$ cat src/rtl/mem_port_arbiter.sv
// mem_port_arbiter
//   Two-requester arbiter in front of the single 32-bit memory port of the
//   MIPS core. Requester 0 is instruction fetch and requester 1 is load/store.
//   The arbiter picks one requester, drives the 2:1 address/write-data mux
//   select and registers that requester's address, data and write enable.
//   It then runs a req/ready handshake with a wait timeout, and answers the
//   requester with a one-cycle ack (done) or err (timeout) pulse.
//
// Ports
//   clk, reset_n        rising-edge clock, synchronous active-low reset
//   req*/addr*/wdata*/we*  requester side (index 0 = fetch, 1 = load/store)
//   ack*, err*          one-cycle completion / timeout pulses
//   rdata               read data, valid while ack0 or ack1 is high
//   sel                 mux select, 0 = requester 0, 1 = requester 1
//   mem_req/addr/wdata/we  registered memory-side access
//   mem_ready, mem_rdata   memory completion and read data
//
// Parameters
//   MAX_WAIT            number of BUSY cycles without mem_ready before the
//                       access is aborted (1..255)

module mem_port_arbiter #(
    parameter int MAX_WAIT = 15
) (
    input  logic        clk,
    input  logic        reset_n,
    input  logic        req0,
    input  logic        req1,
    input  logic [31:0] addr0,
    input  logic [31:0] addr1,
    input  logic [31:0] wdata0,
    input  logic [31:0] wdata1,
    input  logic        we0,
    input  logic        we1,
    output logic        ack0,
    output logic        ack1,
    output logic        err0,
    output logic        err1,
    output logic [31:0] rdata,
    output logic        sel,
    output logic        mem_req,
    output logic [31:0] mem_addr,
    output logic [31:0] mem_wdata,
    output logic        mem_we,
    input  logic        mem_ready,
    input  logic [31:0] mem_rdata
);

    localparam logic ST_IDLE = 1'b0;
    localparam logic ST_BUSY = 1'b1;

    // Last BUSY value of wait_cnt before the access is abandoned.
    localparam logic [7:0] WAIT_LAST = 8'(MAX_WAIT - 1);

    logic       state;
    logic       last_grant;
    logic [7:0] wait_cnt;

    // Arbitration and the requester-side 2:1 muxes.
    logic        any_req;
    logic        gnt_idx;
    logic [31:0] gnt_addr;
    logic [31:0] gnt_wdata;
    logic        gnt_we;
    logic        turnaround;

    always_comb begin
        any_req = req0 | req1;
        // Under contention the requester that was not served last goes
        // next; otherwise the single active requester wins.
        if (req0 && req1)
            gnt_idx = ~last_grant;
        else
            gnt_idx = req1;
        gnt_addr  = gnt_idx ? addr1  : addr0;
        gnt_wdata = gnt_idx ? wdata1 : wdata0;
        gnt_we    = gnt_idx ? we1    : we0;
        // The cycle that carries the ack/err pulse is a forced idle cycle.
        // The requester is still holding req at that point and only
        // drops it once it has seen the pulse.
        turnaround = ack0 | ack1 | err0 | err1;
    end

    always_ff @(posedge clk) begin
        if (!reset_n) begin
            state      <= ST_IDLE;
            last_grant <= 1'b1;
            wait_cnt   <= 8'd0;
            sel        <= 1'b0;
            mem_req    <= 1'b0;
            mem_we     <= 1'b0;
            mem_addr   <= 32'd0;
            mem_wdata  <= 32'd0;
            rdata      <= 32'd0;
            ack0       <= 1'b0;
            ack1       <= 1'b0;
            err0       <= 1'b0;
            err1       <= 1'b0;
        end else begin
            // Response pulses last one cycle by default.
            ack0 <= 1'b0;
            ack1 <= 1'b0;
            err0 <= 1'b0;
            err1 <= 1'b0;

            case (state)
                ST_IDLE: begin
                    // A mem_ready seen here is ignored.
                    if (any_req && !turnaround) begin
                        sel        <= gnt_idx;
                        mem_addr   <= gnt_addr;
                        mem_wdata  <= gnt_wdata;
                        mem_we     <= gnt_we;
                        mem_req    <= 1'b1;
                        last_grant <= gnt_idx;
                        wait_cnt   <= 8'd0;
                        state      <= ST_BUSY;
                    end
                end

                ST_BUSY: begin
                    // Requester inputs are ignored here. A dropped req does
                    // not cancel the access. mem_ready takes priority over
                    // the timeout when both happen in the same cycle.
                    if (mem_ready) begin
                        mem_req <= 1'b0;
                        if (sel) ack1 <= 1'b1;
                        else     ack0 <= 1'b1;
                        if (!mem_we) rdata <= mem_rdata;
                        state <= ST_IDLE;
                    end else if (wait_cnt == WAIT_LAST) begin
                        mem_req <= 1'b0;
                        if (sel) err1 <= 1'b1;
                        else     err0 <= 1'b1;
                        state <= ST_IDLE;
                    end else if (wait_cnt != 8'hFF) begin
                        wait_cnt <= wait_cnt + 8'd1;
                    end
                end

                default: state <= ST_IDLE;
            endcase
        end
    end

endmodule

$ cat config.mk
export PLATFORM = sky130hd
export DESIGN_NAME = mem_port_arbiter
export DESIGN_NICKNAME = d
export VERILOG_FILES = /design/src/rtl/mem_port_arbiter.sv
export SDC_FILE = /design/constraint.sdc
export NUM_CORES = 1
export LEC_CHECK = 0
export BUFFER_PORTS_ARGS = -buffer_cell sky130_fd_sc_hd__buf_2
export CAP_MARGIN = 20
export CORE_AREA = 2 2 105 107
export DETAILED_ROUTE_END_ITERATION = 10
export DIE_AREA = 0 0 107 109
export HOLD_SLACK_MARGIN = 0.03
export PLACE_DENSITY = 0.84
export SETUP_SLACK_MARGIN = 0.05
export SLEW_MARGIN = 10
export SYNTH_ARGS = -nofsm -noshare
export SYNTH_HDL_FRONTEND = slang
export SYNTH_SLANG_ARGS = --single-unit
$ cat constraint.sdc
create_clock -name clk -period 5.15 [get_ports clk]
set_input_delay 1.03 -clock clk [delete_from_list [all_inputs] [get_ports clk]]
set_output_delay 1.03 -clock clk [all_outputs]
set_load 0.02 [all_outputs]
Word level (Yosys, flattened, before mapping) --
Index checks and enable logic that the tools add are counted.
Cells by class: add/subtract/negate cells 1, bitwise logic cells 9, equal/unequal tests 7, reduce and logical (&&, ||, !) cells 9, multiplexer cells 19
Operators by type and width (number):
- 32-bit two-way mux | 2
- 8-bit two-way mux | 4
- 8-bit one-hot mux with 2 select lines | 1
- 1-bit two-way mux | 10
- 8-bit by 1-bit adder with 8-bit output, second input constant | 1
- 8-bit by 4-bit == test with 1-bit output, second input constant | 1
- 8-bit != test, second input constant | 1
- 2-bit != test, second input constant | 3
- 3-bit AND reduction | 2
- 1-bit inverter | 5
- 1-bit bitwise OR | 4
- 1-bit one-hot mux with 2 select lines | 2
- 2-bit AND reduction | 2
- 4-bit AND reduction | 1
- 4-bit OR reduction | 1
- 3-bit by 2-bit != test with 1-bit output, second input constant | 1
- 1-bit logical AND | 2
- 2-bit by 1-bit != test with 1-bit output, second input constant | 1
- 1-bit logical NOT | 1
Word-level totals: input bits 167, register bits after elaboration 113, output and inout bits 103, word-level logic and storage cells 58

Longest topological paths before layout --
Gate-level depths: netlist of the first run.
depth in word-level cells 7, mapped depth 7, gate-level depth less buffers 5

Least setup slack after synthesis of the first run --
Ideal clock, no wire load.
path type input to register, start point input port req1, end point register mem_wdata[10], slack 2921 ps, path buffers 2, cell stages on the path 6, library setup time 116 ps, required time 5034 ps, data arrival time 2113 ps, cells stage by stage a21boi_1 -> buf_2 -> buf_2 -> mux2i_1 -> nand2_1 -> o211a_1
Between the ends: word-level cells in the longest chain between the ends 3, elaborated cells between the ends (all ways) 6
Ends and longest elaborated chain:
- start, declared | RTL line 28 | input logic req1,
- 1-bit logical AND / 1-bit bitwise OR (equally long branches) | RTL line 71, 68
- 1-bit two-way mux / 1-bit logical AND (equally long branches) | RTL line 71, 109
- 32-bit two-way mux / 2-bit AND reduction (equally long branches)
- end signal, assigned | RTL line 112 | mem_wdata <= gnt_wdata;
- end, declared | RTL line 43 | output logic [31:0] mem_wdata,
Parallel ways exist; a longest one is shown, timed or not. A chain may end at the register's enable or synchronous reset.

Final worst setup path of the first run --
start point register state, end point register mem_wdata[28]
Between the ends: word-level cells in the longest chain between the ends 2
Ends and longest elaborated chain:
- start, declared | RTL line 55 | logic state;
- start signal, assigned | RTL line 86 | state <= ST_IDLE;
- start signal, assigned | RTL line 117 | state <= ST_BUSY;
- start signal, assigned | RTL line 130 | state <= ST_IDLE;
- 1-bit inverter (no line)
- 2-bit AND reduction (no line)
Every way passes these cells.

==> results of run 1 <==
[worst max-delay path by stage]
stage               slack (ps)              from  cells after the start                         end
floorplan                 2920              req1                      6  mem_wdata[10]$_SDFFE_PN0P_
global placement          2350              req0                      6   mem_addr[30]$_SDFFE_PN0P_
detailed placement        2260              req0                      6   mem_addr[30]$_SDFFE_PN0P_
CTS                       2670  state$_SDFF_PN0_                      5   mem_addr[30]$_SDFFE_PN0P_
global route              2490  state$_SDFF_PN0_                      5  mem_wdata[28]$_SDFFE_PN0P_
finish                    2650  state$_SDFF_PN0_                      5  mem_wdata[28]$_SDFFE_PN0P_
[where the power goes]
| part | total [uW] | leakage [uW] | internal, uW | switching [uW] |
|---|---|---|---|---|
| clock | 1210 | 0.000297 | 806 | 399 |
| sequential | 997 | 0.000931 | 952 | 44.7 |
| combinational | 491 | 0.00260 | 206 | 285 |
[per-stage QoR]
stage / util (%) / setup WS, ps / cells / hold slack [ps]
after floorplan: - / 2920 / 522 / 441
after global placement: 59.9 / 2350 / 890 / 450
after detailed placement: 59.9 / 2260 / 890 / 460
after CTS: 65.6 / 2670 / 922 / 468
after global routing: 65.7 / 2490 / 923 / 484
final: 65.7 / 2650 / 923 / 469
[worst min-delay path: cells and delay by family (launching register included)]
family | cells | cell delay, ps
AOI/OAI and AO/OA | 1 | 70
DFF | 1 | 300
and+or+nand+nor | 1 | 40
[layer usage]
| metal | global-route usage (%) | up-vias | wire, um |
|---|---|---|---|
| met5 | 0 | - | 0 |
| met4 | 9.55 | 0 | 337 |
| met3 | 8.73 | 35 | 1130 |
| met2 | 38.9 | 241 | 6960 |
| met1 | 26.2 | 2225 | 5620 |
| li1 | - | 2348 | - |
[area by class of cell]
cell class	instances	area, um^2	area share (%)
multi-input combinational	363	2520	36.1
sequential	113	2260	32.5
timing repair buffer	273	1400	20.1
clock buffer	21	449	6.44
tap	140	175	2.51
clock inverter	11	160	2.30
inverter	2	7.51	0.108
[cell usage in the layout (no fill, tap or decap), types with 3 or more instances in the layout]
master / count
bufinv_16: 4
nand3_1: 4
nand2_1: 144
buf_4: 3
a21oi_1: 5
dfxtp_1: 113
clkbuf_16: 16
buf_2: 268
clkinv_2: 5
o221a_1: 4
a21boi_0: 32
o211a_1: 65
clkbuf_8: 3
and4_1: 3
o22ai_1: 3
nor2_1: 3
mux2i_1: 66
[flip-flops by register name, indices dropped and copies added, names as in the netlist, 8 cells and up]
name,cells
rdata,32
mem_addr,32
mem_wdata,32
wait_cnt,8
[logic make-up (layout without fill, tap and decap cells)]
logic type | count (synthesis) | count (layout) | share of synthesized area [%]
compound gates | 121 | 121 | 21.7
fa+ha+maj | 2 | 2 | 0.505
buf+inv | 46 | 307 | 3.99
flops | 113 | 113 | 45.6
mux | 66 | 66 | 13.3
simple gates | 174 | 174 | 14.9
==> metrics, run 1 <==
Power Dens Cells=386 nW/um^2; Peak Freq=0.400 GHz; reg2reg setup slack=~2700 ps; hpwl dp=9.85 mm; Hold Startpoint=rdata[27]$_SDFFE_PN0P_; Worst Max-Slew Pin Slew=1100 ps; hold buffer count at CTS=0; CTS max path bufs=2; first-pass GRT wire length=21.4 mm; Max VDD drop=0.184 mV; Tcrit/Tclk final=48.5%; CP Cell Sequence=or4_4 -> nor3_4 -> buf_12 -> nand2_1 -> o211a_1; fin crit period=2500 ps; nets=about 940; initial antenna violation count=0; Post-synth ARST share=0%; worst reg2reg startpoint=state$_SDFF_PN0_; layout filler cell count=between 800 and 900; final instance area=6970 um^2; Die Height=around 110 um; FP Rows=38; Final Hold Viols=0; Crit path largest cell delay=around 670 ps; First DRT Iteration DRCs=326; Finish-stage setup viols=0; Routed Antenna Nets=0; n_diodes=0; synth top area cells=dfxtp_1, mux2i_1, o211a_1, nand2_1, a21boi_0; critical path type=register to register; EDFF count, synth=0; grt total ovfl=0; Vias per Instance=5.25; Synth Flop Type=dfxtp_1; top cell type's share of synthesized area=45.6%; Pins Over Slew Limit=0; Hold Path Class=register to register; number of gates resized after CTS=0; routed len/inst=15.2 um; drt pass-1 iters=6; r2r endpoint=mem_wdata[28]$_SDFFE_PN0P_; Syn Nets=691; IO Pins=between 200 and 300; die width=roughly 110 um; mapped cell area=4960 um^2; CP required=5560 ps; clock slew at reported path FFs=60 ps; Hold Crit Depth=2; CP endpoint kind=register; gpl congestion=0.835; full die area=approximately 12000 um^2; Slew headroom=26.6%; slowest stage cell, crit path=nor3_4; WHS Endpoint=rdata[27]$_SDFFE_PN0P_; Area Growth Syn to Fin=40.6%; # clock sinks=113; post-route total power=2690 uW; area leader, netlist=dfxtp_1; LEAKAGE=0.00383 uW; DP Area=6350 um^2; RSZ-0062 raised after global routing=no; DRT Wirelength=14.0 mm; critical path startpoint category=register; data arrival time of the critical path=slightly below 3000 ps; crit-path leading delay family=simple AND/OR/NAND/NOR gates; port bufs=269; Synth top cells by count=nand2_1, dfxtp_1, mux2i_1; vias in the first global route=~4700; worst path bufs/invs=1; synthesized flop and latch total=113; H-tree depth=4; clk_skew=10.1 ps; largest net degree at the start of global routing=~120; postcts setup bufs=0; total number of vias=4849; number of max-cap violations=0; count leader, synth=nand2_1; Worst-Skew Late Latency=~500 ps; Initial Util=46.8%; cells after synthesis=522; GRT Resource Usage Total=23.0%; CTS tree=yes; crit-path max FO=86; Yosys cell types=41; outcome=completed; proportion of layout cells with a drive suffix above 1=between 30 and 40%; syn_area_per_cell=between 9 and 10 um^2; Setup TNS=0 ps; sequential area share after synthesis=between 40 and 50%; R2R depth=5; Ys Warns=0; clk root buf=clkbuf_8; # DRC=0; Num CTS Buffers=17; core area=10600 um^2
No activity file was read; power rests on OpenSTA's default activity.
==> inputs of run 2 (changes only) <==
Settings changed: CORE_AREA 2 2 105 107 to default, CORE_ASPECT_RATIO from default to 1.5, CORE_UTILIZATION from default to 40, DIE_AREA 0 0 107 109 to default, PLACE_DENSITY 0.84 to 0.76.
Clock period 5.15 ns to 2.1 ns, I/O delays scaled along.
==> metrics, run 2 (same netlist as run 1, synthesis figures left out) <==
Slew headroom=60.1% (+34 points); Tcrit/Tclk final=92.7% (+44 points); critical path type=register to register; Max VDD drop=0.550 mV (+200%); core area=12000 um^2 (+13%); Hold Slack=268 ps (-201 ps); hpwl dp=9.21 mm (-6.6%); clk root buf=clkbuf_16; drt pass-1 iters=5 (-1); first-pass GRT wire length=19.9 mm (-6.7%); Area Growth Syn to Fin=41.6%; Logic pwr share=18.9% (+0.7 points); gpl congestion=0.826 (-1.2%); crit-path leading delay family=simple AND/OR/NAND/NOR gates; Routed Antenna Nets=0 (unchanged); Peak Freq=0.514 GHz (+28%); n_diodes=0 (unchanged); crit-path max FO=10 (-88%); clock slew at reported path FFs=50 ps (about the same); Placed Cells=909 (+2.1%); nets=944 (+0.53%); CTS max path bufs=2 (unchanged); hold buffer count at CTS=0 (unchanged); GRT Resource Usage Total=19.4% (-3.6 points); Setup TNS=0 ps (unchanged); DRT Wirelength=12.6 mm (-10%); CTS tree=yes; fin crit period=1950 ps (-554 ps); grt total ovfl=0 (unchanged); most common cell after layout, fill and taps aside=buf_2; most frequent cells in the layout=buf_2, nand2_1, dfxtp_1, mux2i_1, o211a_1; Clk pwr share=43.4% (-1.3 points); Worst Max-Slew Pin Slew=598 ps (-503 ps); post-route insts no fill=940 (+1.8%); CP endpoint kind=register; FP Rows=49 (+29%); slowest stage cell, crit path=or4_4; Finish-stage setup viols=0 (unchanged); Initial Util=41.3% (-5.5 points); postcts setup bufs=0 (unchanged); IO Pins=270 (unchanged); # clock sinks=113 (unchanged); Worst-Skew Late Latency=400 ps (-110 ps); port bufs=269 (unchanged); biggest regs=mem_addr: 32 flops, mem_wdata: 32 flops, rdata: 32 flops; initial antenna violation count=0 (unchanged); proportion of layout cells with a drive suffix above 1=39.8% (+0.18 points); LEAKAGE=0.00384 uW (+0.26%); number of gates resized after CTS=0 (unchanged); number of max-cap violations=0 (unchanged); First DRT Iteration DRCs=134 (-59%); H-tree depth=4 (unchanged); outcome=completed; Die Height=138 um (+27%); full die area=12900 um^2 (+10%); Pins Over Slew Limit=0 (unchanged); Final Hold Viols=0 (unchanged); register share of total power=37.7% (+0.7 points); die width=92.9 um (-13%); Sw Ratio=27.0% (about the same); data arrival time of the critical path=2230 ps (-680 ps); CP required=2390 ps (-3170 ps); Power Internal=4700 uW (+140%); RSZ-0062 raised after global routing=no; largest net degree at the start of global routing=69 (-41%); # DRC=0 (unchanged); final instance area=7020 um^2 (+0.74%); Crit path largest cell delay=550 ps (-120 ps); fin util=58.4% (-7.3 points); critical path startpoint category=register; Num CTS Buffers=17 (unchanged); clk_skew=5.02 ps (-5.10 ps); reg2reg setup slack=150 ps (-2500 ps); vias in the first global route=4412 (-5.9%); DP Area=6440 um^2 (+1.6%); CP Cell Sequence=or4_4 -> or3_1 -> and2_4 -> o221a_1; worst path bufs/invs=0 (-1); Hold Path Class=primary input to register; Net Sw Power=1740 uW (+140%); total number of vias=4694 (-3.2%); Power Dens Cells=917 nW/um^2 (+140%); routed len/inst=13.4 um (-12%); Vias per Instance=4.99 (-4.9%)
[run 2: worst paths after layout]
kind / cells after the start / to / start
worst max-delay path: 4 / wait_cnt[4]$_SDFFE_PN0P_ / state$_SDFF_PN0_
worst min-delay path: 3 / rdata[17]$_SDFFE_PN0P_ / mem_rdata[17]
worst max register to register: 4 / wait_cnt[4]$_SDFFE_PN0P_ / state$_SDFF_PN0_
worst min register to register: 2 / rdata[26]$_SDFFE_PN0P_ / rdata[26]$_SDFFE_PN0P_
[run 2: final cells by class]
cell class | instances | area (um^2)
repair buffers | 278 | 1470
multi-input cells | 363 | 2520
inverters | 2 | 7.51
flip-flops and latches | 113 | 2260
well taps | 153 | 191
clock buffers | 20 | 437
clock inverters | 11 | 140
fillers | 1097 | 4990
[run 2: worst min-delay path: cells and delay by family]
kind / cells / cell delay [ps]
compound gates: 1 / 60
buf+inv: 1 / 90
simple gates: 1 / 40
[run 2: metrics by stage]
stage / setup WS, ps / power [uW]
5_1_grt: 99.6 / 6740
4_1_cts: 156 / 6530
2_1_floorplan: 242 / 3230
3_3_place_gp: 179 / 3680
6_report: 154 / 6440
3_5_place_dp: 165 / 3700
[run 2: per-layer routing]
metal | track usage (%) | part of all wire [%]
met5 | 0 | 0
met3 | 6.05 | 7.2
met1 | 20.2 | 39
met2 | 35.5 | 52
met4 | 7.37 | 1.7
[run 2: power groups by stage]
stage                     combinational [uW]  sequential [uW]  clock, uW
after detailed placement                1230             2470          0
after CTS                               1230             2430       2870
after global placement                  1220             2460          0
final                                   1220             2430       2800
after global routing                    1320             2450       2970
after floorplan                          541             2690          0
==> inputs of run 3 (changes only) <==
Settings changed: REMOVE_ABC_BUFFERS from default to 1.
==> metrics, run 3 (same netlist as run 1, synthesis figures left out) <==
outcome=completed; CP required=2370 ps (-20 ps); IO Pins=270 (unchanged); Num CTS Buffers=17 (unchanged); RSZ-0062 raised after global routing=no; First DRT Iteration DRCs=133 (-0.75%); Vias per Instance=5.00 (+0.19%); layout filler cell count=1108 (+1.0%); vias in the first global route=4454 (+0.95%); FP Rows=49 (unchanged); gpl congestion=0.826 (about the same); nets=943 (-0.11%); hpwl dp=9.26 mm (+0.55%); fin crit period=1960 ps (+19.0 ps); Final Hold Viols=0 (unchanged); full die area=12900 um^2 (unchanged); Power Dens Cells=933 nW/um^2 (+1.7%); largest net degree at the start of global routing=104 (+51%); critical path type=register to register; clock slew at reported path FFs=50 ps (about the same); die width=92.9 um (unchanged); worst path bufs/invs=0 (unchanged); total number of vias=4703 (+0.19%); first-pass GRT wire length=19.8 mm (-0.42%); critical path startpoint category=register; Pins Over Slew Limit=0 (unchanged); postcts setup bufs=0 (unchanged); Tcrit/Tclk final=93.6% (+0.90 points); area of the multi-input gates=2520 um^2 (unchanged); # DRC=0 (unchanged); Hold Path Class=primary input to register; CP Cell Sequence=or4_4 -> or3_1 -> and2_4 -> o221a_1; crit-path leading delay family=simple AND/OR/NAND/NOR gates; Worst-Skew Late Latency=400 ps (about the same); Crit path largest cell delay=550 ps (about the same); Routed Antenna Nets=0 (unchanged); Die Height=138 um (unchanged); H-tree depth=4 (unchanged); Area Growth Syn to Fin=42.4%; sequential cell area=2260 um^2 (unchanged); Peak Freq=0.509 GHz (-0.96%); final instance area=7060 um^2 (+0.55%); clk_skew=7.41 ps (+2.39 ps); Worst Max-Slew Pin Slew=599 ps (+1.06 ps); routed len/inst=13.3 um (-0.79%); n_diodes=0 (unchanged); initial antenna violation count=0 (unchanged); drt pass-1 iters=6 (+1); data arrival time of the critical path=2240 ps (about the same); crit-path max FO=10 (unchanged); port bufs=269 (unchanged); most common cell after layout, fill and taps aside=buf_2; # clock sinks=113 (unchanged); most frequent cells in the layout=buf_2, nand2_1, dfxtp_1, mux2i_1, o211a_1; Hold Slack=272 ps (+3.70 ps); Slew headroom=60.0% (-0.070 points); Finish-stage setup viols=0 (unchanged); slowest stage cell, crit path=or4_4; biggest regs=mem_addr: 32 flops, mem_wdata: 32 flops, rdata: 32 flops; LEAKAGE=0.00386 uW (+0.50%); hold buffer count at CTS=0 (unchanged); DRT Wirelength=12.5 mm (-0.79%); proportion of layout cells with a drive suffix above 1=40.0% (+0.25 points); DP Area=6440 um^2 (-0.12%); CP endpoint kind=register; CTS max path bufs=2 (unchanged); post-route total power=6590 uW (+2.3%); Setup TNS=0 ps (unchanged); Max VDD drop=0.468 mV (-15%); clk root buf=clkbuf_16; GRT Resource Usage Total=19.3% (-0.057 points); Initial Util=41.3% (unchanged); number of max-cap violations=0 (unchanged); number of gates resized after CTS=0 (unchanged); DP Worst Slack=146 ps (-18.8 ps); Final WS setup=135 ps (-19.0 ps); grt total ovfl=0 (unchanged); CTS tree=yes; core area=12000 um^2 (unchanged)
==> run 3: cell types whose count changed in the layout (fill, tap and decap cells not counted), sizes merged <==
cell	previous run	this run
buf	278	277
clkbuf	20	21
clkinv	4	3
clkinvlp	4	3
inv	2	4
==> run 3: where the power goes <==
| group | switching [uW] | internal (uW) | total [uW] |
|---|---|---|---|
| Clock | 983 | 1970 | 2950 |
| Sequential | 92.0 | 2340 | 2430 |
| Combinational | 695 | 514 | 1210 |
| Total | 1770 | 4820 | 6590 |
==> run 3: layout make-up <==
type | instances | area share [%]
clock inverter | 11 | 2.16
tap | 153 | 2.71
timing repair buffer | 277 | 20.7
clock buffer | 21 | 6.66
multi-input combinational | 363 | 35.7
inverter | 2 | 0.106
sequential | 113 | 32.0
==> run 3: metal layers <==
layer / vias up / part of all wire, % / GRT usage [%]
met1: 2130 / 39 / 19.6
li1: 2350 / - / -
met2: 199 / 52 / 35.1
met3: 24 / 6.6 / 6.05
met4: 0 / 2.5 / 9.31
met5: - / 0 / 0
==> run 3: final timing paths <==
check	start	to	slack [ps]	cells past startpoint
min	mem_rdata[23]	rdata[23]$_SDFFE_PN0P_	270	3
min reg2reg	rdata[3]$_SDFFE_PN0P_	rdata[3]$_SDFFE_PN0P_	460	2
max	state$_SDFF_PN0_	wait_cnt[3]$_SDFFE_PN0P_	140	4
max reg2reg	state$_SDFF_PN0_	wait_cnt[3]$_SDFFE_PN0P_	140	4
==> run 3: through the flow <==
step           util, %  cells
6_report          58.8    940
5_1_grt           58.8    940
4_1_cts           58.8    940
3_5_place_dp      53.6    908
3_3_place_gp      53.6    908
2_1_floorplan        -    478
==> run 3: worst register-to-register path: cells and delay by family, from the launching register on <==
kind,cells,cell delay (ps)
AND/OR/NAND/NOR,3,1280
AO/OA/AOI/OAI,1,260
flip-flops,1,310
